--- config.mk ---
export PLATFORM = sky130hd
export DESIGN_NAME = ahb_apb_bridge
export DESIGN_NICKNAME = d
export VERILOG_FILES = /design/src/rtl/ahb_apb_bridge.sv
export SDC_FILE = /design/constraint.sdc
export NUM_CORES = 1
export LEC_CHECK = 0
export ABC_CLOCK_PERIOD_IN_PS = 2600
export CAP_MARGIN = 25
export CORE_AREA = 2 2 232 234
export CTS_BUF_LIST = sky130_fd_sc_hd__clkbuf_4 sky130_fd_sc_hd__clkbuf_8
export CTS_CLUSTER_DIAMETER = 80
export DETAILED_ROUTE_END_ITERATION = 8
export DIE_AREA = 0 0 234 236
export PLACE_DENSITY = 0.47
export SYNTH_ARGS = -nofsm -noshare
export SYNTH_HDL_FRONTEND = slang
export SYNTH_SLANG_ARGS = --single-unit
--- constraint.sdc ---
create_clock -name hclk -period 2.6 [get_ports hclk]
set_clock_uncertainty 0.1 [all_clocks]
set_input_delay 0.65 -clock hclk [delete_from_list [all_inputs] [get_ports hclk]]
set_output_delay 0.65 -clock hclk [all_outputs]
set_load 0.1 [all_outputs]
--- src/rtl/ahb_apb_bridge.sv ---
// ahb_apb_bridge: AHB-Lite slave to APB master bridge.
//
// Each accepted AHB transfer is decoded to one of NUM_SLAVES APB slaves.
// The decode uses the 4-bit field haddr[SLV_REGION_BITS +: 4].
// An APB SETUP/ACCESS sequence then runs for that slave.
// An unmapped index, a pslverr, or an ACCESS phase that stays longer than
// TIMEOUT cycles all end in a two-cycle AHB ERROR response.
// Every AHB and APB output is registered.
//
// Ports
//   hclk, hreset_n        clock, synchronous active-low reset
//   hsel .. hwdata        AHB-Lite slave inputs
//   hreadyout, hresp,     AHB-Lite slave outputs
//   hrdata
//   psel .. pwdata        APB master outputs (psel one-hot per slave)
//   prdata, pready,       APB slave returns, packed per slave
//   pslverr               (prdata slice i = [i*DATA_WIDTH +: DATA_WIDTH])
//
// state  | meaning
// IDLE   | no transfer in flight, zero-wait OKAY
// CAPT   | data phase start, capture hwdata on writes
// SETUP  | APB setup phase (psel=1, penable=0)
// ACCESS | APB access phase, wait for pready or timeout
// DONE   | OKAY response, may accept next transfer
// ERR1   | first ERROR cycle (hreadyout=0)
// ERR2   | second ERROR cycle (hreadyout=1), may accept next transfer

module ahb_apb_bridge #(
  parameter int NUM_SLAVES      = 12,
  parameter int ADDR_WIDTH      = 32,
  parameter int DATA_WIDTH      = 32,
  parameter int SLV_REGION_BITS = 12,
  parameter int TIMEOUT         = 16
) (
  input  logic                             hclk,
  input  logic                             hreset_n,
  input  logic                             hsel,
  input  logic [ADDR_WIDTH-1:0]            haddr,
  input  logic [1:0]                       htrans,
  input  logic                             hwrite,
  input  logic                             hready,
  input  logic [DATA_WIDTH-1:0]            hwdata,
  output logic                             hreadyout,
  output logic                             hresp,
  output logic [DATA_WIDTH-1:0]            hrdata,
  output logic [NUM_SLAVES-1:0]            psel,
  output logic                             penable,
  output logic [ADDR_WIDTH-1:0]            paddr,
  output logic                             pwrite,
  output logic [DATA_WIDTH-1:0]            pwdata,
  input  logic [NUM_SLAVES*DATA_WIDTH-1:0] prdata,
  input  logic [NUM_SLAVES-1:0]            pready,
  input  logic [NUM_SLAVES-1:0]            pslverr
);

  localparam logic [2:0] S_IDLE   = 3'd0;
  localparam logic [2:0] S_CAPT   = 3'd1;
  localparam logic [2:0] S_SETUP  = 3'd2;
  localparam logic [2:0] S_ACCESS = 3'd3;
  localparam logic [2:0] S_DONE   = 3'd4;
  localparam logic [2:0] S_ERR1   = 3'd5;
  localparam logic [2:0] S_ERR2   = 3'd6;

  // Down-counter loaded with TIMEOUT-1 on entry to ACCESS.
  // Reaching zero without pready means TIMEOUT ACCESS cycles have elapsed.
  localparam int CNT_W   = (TIMEOUT > 1) ? $clog2(TIMEOUT) : 1;
  localparam int TO_LOAD = (TIMEOUT > 0) ? TIMEOUT - 1 : 0;

  logic [2:0]            state;
  logic [2:0]            state_nxt;
  logic [ADDR_WIDTH-1:0] addr_q;
  logic                  write_q;
  logic [3:0]            idx_q;
  logic [CNT_W-1:0]      cnt;

  logic                  accept;
  logic                  can_accept;
  logic [3:0]            haddr_idx;
  logic                  map_ok;
  logic                  pready_sel;
  logic                  pslverr_sel;
  logic [DATA_WIDTH-1:0] rd_sel;
  logic                  timeout_hit;
  logic [NUM_SLAVES-1:0] sel_vec;

  assign haddr_idx   = haddr[SLV_REGION_BITS +: 4];
  assign map_ok      = ({1'b0, haddr_idx} < 5'(NUM_SLAVES));
  assign can_accept  = (state == S_IDLE) || (state == S_DONE) || (state == S_ERR2);
  assign accept      = can_accept && hsel && hready && htrans[1];
  assign timeout_hit = (TIMEOUT != 0) && (cnt == '0);
  assign sel_vec     = NUM_SLAVES'(1) << idx_q;

  always_comb begin
    pready_sel  = 1'b0;
    pslverr_sel = 1'b0;
    rd_sel      = '0;
    for (int i = 0; i < NUM_SLAVES; i++) begin
      if (idx_q == 4'(i)) begin
        pready_sel  = pready[i];
        pslverr_sel = pslverr[i];
        rd_sel      = prdata[i*DATA_WIDTH +: DATA_WIDTH];
      end
    end
  end

  always_comb begin
    state_nxt = S_IDLE;
    case (state)
      S_IDLE, S_DONE, S_ERR2: begin
        if (accept) state_nxt = map_ok ? S_CAPT : S_ERR1;
        else        state_nxt = S_IDLE;
      end
      S_CAPT:  state_nxt = S_SETUP;
      S_SETUP: state_nxt = S_ACCESS;
      S_ACCESS: begin
        // pready takes priority over a timeout landing in the same cycle
        if (pready_sel)       state_nxt = pslverr_sel ? S_ERR1 : S_DONE;
        else if (timeout_hit) state_nxt = S_ERR1;
        else                  state_nxt = S_ACCESS;
      end
      S_ERR1:  state_nxt = S_ERR2;
      default: state_nxt = S_IDLE;
    endcase
  end

  always_ff @(posedge hclk) begin
    if (!hreset_n) begin
      state     <= S_IDLE;
      addr_q    <= '0;
      write_q   <= 1'b0;
      idx_q     <= '0;
      cnt       <= '0;
      hreadyout <= 1'b1;
      hresp     <= 1'b0;
      hrdata    <= '0;
      psel      <= '0;
      penable   <= 1'b0;
      paddr     <= '0;
      pwrite    <= 1'b0;
      pwdata    <= '0;
    end else begin
      state <= state_nxt;

      if (accept) begin
        addr_q  <= haddr;
        write_q <= hwrite;
        idx_q   <= haddr_idx;
      end

      // Outputs are registered from the next state so that they line up with it.
      hreadyout <= (state_nxt == S_IDLE) || (state_nxt == S_DONE) || (state_nxt == S_ERR2);
      hresp     <= (state_nxt == S_ERR1) || (state_nxt == S_ERR2);
      psel      <= ((state_nxt == S_SETUP) || (state_nxt == S_ACCESS)) ? sel_vec : '0;
      penable   <= (state_nxt == S_ACCESS);

      if (state_nxt == S_SETUP) begin
        paddr  <= addr_q;
        pwrite <= write_q;
      end

      if ((state == S_CAPT) && write_q) pwdata <= hwdata;

      if (state == S_SETUP)
        cnt <= CNT_W'(TO_LOAD);
      else if ((state == S_ACCESS) && !pready_sel && (cnt != '0))
        cnt <= cnt - 1'b1;

      if ((state == S_ACCESS) && pready_sel && !pslverr_sel && !write_q)
        hrdata <= rd_sel;
    end
  end

endmodule
==> run metrics <==
Setup CP Type reg2reg; crit-path max FO 29; worst hold stages 2; fin cells approximately 2.5k; R2R cell count 7; Core ar. approximately 53,000 um2; nets 2,229; via/cell ratio 4.62; Seq/Total Area, Yosys 0.332; Final min period about 2.5 ns; vias in the first global route between 10k and 15k; Critical R2R Capture hrdata[29]; Total Power between 0.006 and 0.007 W; post-synthesis cell count approximately 1.2k; reg2reg start addr_q[12]; root buf cell clkbuf_8; row cnt between 80 and 90; post-synthesis simple-gate area fraction 0.201; post-synthesis xor/xnor area fraction 0; sequential power share 0.385; Reg2Reg Setup Slack around 0.10 ns; Hold Crit Start addr_q[1]; CTS tree built; Layout area overhead 79.7%; slack of the critical path slightly above 0.1 ns; mapped cell area ~9000 um2; WP data arrival around 2.8 ns; Yosys warning count 0; Final Hold Viols 0; CP startpoint kind register; H-tree depth 4; Async SR Flop Fraction 0; routed vias roughly 11k; Die X approximately 230 um; dpl ws -0.322 ns; first-pass GRT wire length approximately 81,000 um; largest net degree at the start of global routing 65; hold crit path type reg2reg; CTS Hold Buffers Added 0; Ports between 500 and 600; Initial Utilization 0.173; clock share of power 0.316; Congestion Overflow GR 0; commonest non-fill, non-tap cell in the layout clkdlybuf4s50_1; GRT Resource Usage Total 0.205; pwr dens roughly 380 nW/um2; mux share of post-synthesis cell area 0.168; most frequent cells in the layout 476 x clkdlybuf4s50_1, 279 x nand2_1, 188 x buf_4; Syn Nets around 1.6k; CTS Buffer Depth 2; # fillers around 5.6k; post-detailed-routing wire length 58,500 um; CP Capture Type register; Synth Area in Compound Gates 0.242; Critical Path RT between 2 and 3 ns; multi-input logic area between 5000 and 6000 um2; area post-placement 16,000 um2; Worst Hold End paddr[1]; Least-Margin Pin Slew roughly 0.63 ns; endpoints failing setup 0; final max-slew violation count 0; synthesized area per cell about 7.9 um2; run status finished, final reports clean; wire per inst ~24 um; sw frac 0.318; layout cells sized above 1 0.174; Comb power frac 0.300; Top FF cell, synth dfxtp_1; max cap viols 0; setup TNS 0 ns; VDD IR max around 0.00031 V; initial antenna violation count 14; internal power around 0.0043 W; Final HPWL DP between 40,000 and 50,000 um; Cells after DPL between 2k and 2.5k; DRC Markers 0; Yosys reg bits about 150; Final Cell Area roughly 16,000 um2; Worst-Skew Late Latency 0.54 ns; clock sink count 152; Slew headroom 0.577; post-synthesis cell type count 62; Iter 0 DRT Violations ~550; first-pass detailed-route iteration total 5; IO buf count just under 600; routability cong. about 0.9; Post-synth EDFFs 0; cts bufs inserted 17; Worst-path clk slew 0.10 ns; Pleak 6.05 nW; fmax between 0.4 and 0.5 GHz; NetSw roughly 0.002 W; Antenna Nets Post-Route 0; Synth Area in Adders 0.00136; crit share post-route 0.961; Die H around 240 um; full die area roughly 55,000 um2; Storage cell area ~3000 um2; largest family of logic cells by synthesized area compound AO/OA/AOI/OAI gates
## cell families after synthesis
kind of cell / after synthesis
fa+ha+maj: 1
simple gates: 423
compound gates: 353
flops: 152
buf+inv: 119
mux: 115
## timing repair
item	CTS	global route
buffers inserted	0	1
setup endpoints to repair	32	32
pin swaps	0	1
resized for setup	1	6
gates cloned	0	1
## power by group through the flow
stage               Sequential [W]  Combinational, W  Clock, W
finish                     0.00240           0.00187   0.00197
global route               0.00241           0.00200   0.00215
CTS                        0.00240           0.00188   0.00210
detailed placement         0.00246           0.00187         0
global placement           0.00246           0.00186         0
floorplan                  0.00254          0.000603         0
## routing by layer
layer  vias up  track usage  part of all wire
met2       450        0.342              0.48
met5         -            0           0.00034
li1       5381            -                 -
met1      5513        0.247              0.41
met3        61       0.0534             0.075
met4         4       0.0838             0.028
## registers in the layout (all words and copies together) (netlist names)
register,count
pwdata,32
pwrite,1
state,3
cnt,4
addr_q,32
write_q,1
hresp,1
hreadyout,1
psel,12
paddr,32
penable,1
hrdata,32
## metrics by stage
step / hold slack, ns / util
after CTS: 0.359 / 0.309
after global routing: 0.371 / 0.311
final: 0.354 / 0.311
after floorplan: 0.332 / -
after global placement: 0.336 / 0.301
after detailed placement: 0.344 / 0.301
## cell usage after synthesis, drive strengths merged, types with 14 or more instances
library cell	count	share of area
nor2	65	0.027
nand2	280	0.11
mux2	14	0.017
mux2i	71	0.078
dfxtp	152	0.33
o221ai	14	0.013
a21oi	151	0.082
o211ai	20	0.016
nor2b	21	0.014
clkbuf	76	0.031
buf	34	0.020
o22ai	20	0.014
o21ai	56	0.031
mux4	30	0.074
## cell type report
| type | instances | share of cell area |
|---|---|---|
| diodes | 9 | 0.00137 |
| clock buffers | 19 | 0.0159 |
| clock inverters | 13 | 0.00903 |
| inverters | 9 | 0.00220 |
| multi-input cells | 892 | 0.344 |
| flip-flops and latches | 152 | 0.185 |
| well taps | 696 | 0.0528 |
| repair buffers | 677 | 0.389 |
## critical path, cell delays in order, from the launching register on
cell	delay (ns)
dfxtp_4	0.53
buf_12	0.27
mux4_2	0.57
a221oi_1	0.33
buf_4	0.19
o211ai_1	0.15
o211ai_1	0.14
mux2i_1	0.08
## worst max path at each step
stage,cells past startpoint,end,slack (ns),startpoint
5_1_grt,9,hrdata[5],-0.009,addr_q[14]
3_3_place_gp,7,hrdata[7],-0.29,pready[10]
6_report,7,hrdata[29],0.10,addr_q[12]
2_1_floorplan,6,hrdata[10],0.26,pready[11]
3_5_place_dp,7,hrdata[12],-0.32,pready[10]
4_1_cts,8,hrdata[12],0.03,addr_q[14]
Note: power is estimated with default switching activity, not from simulation.
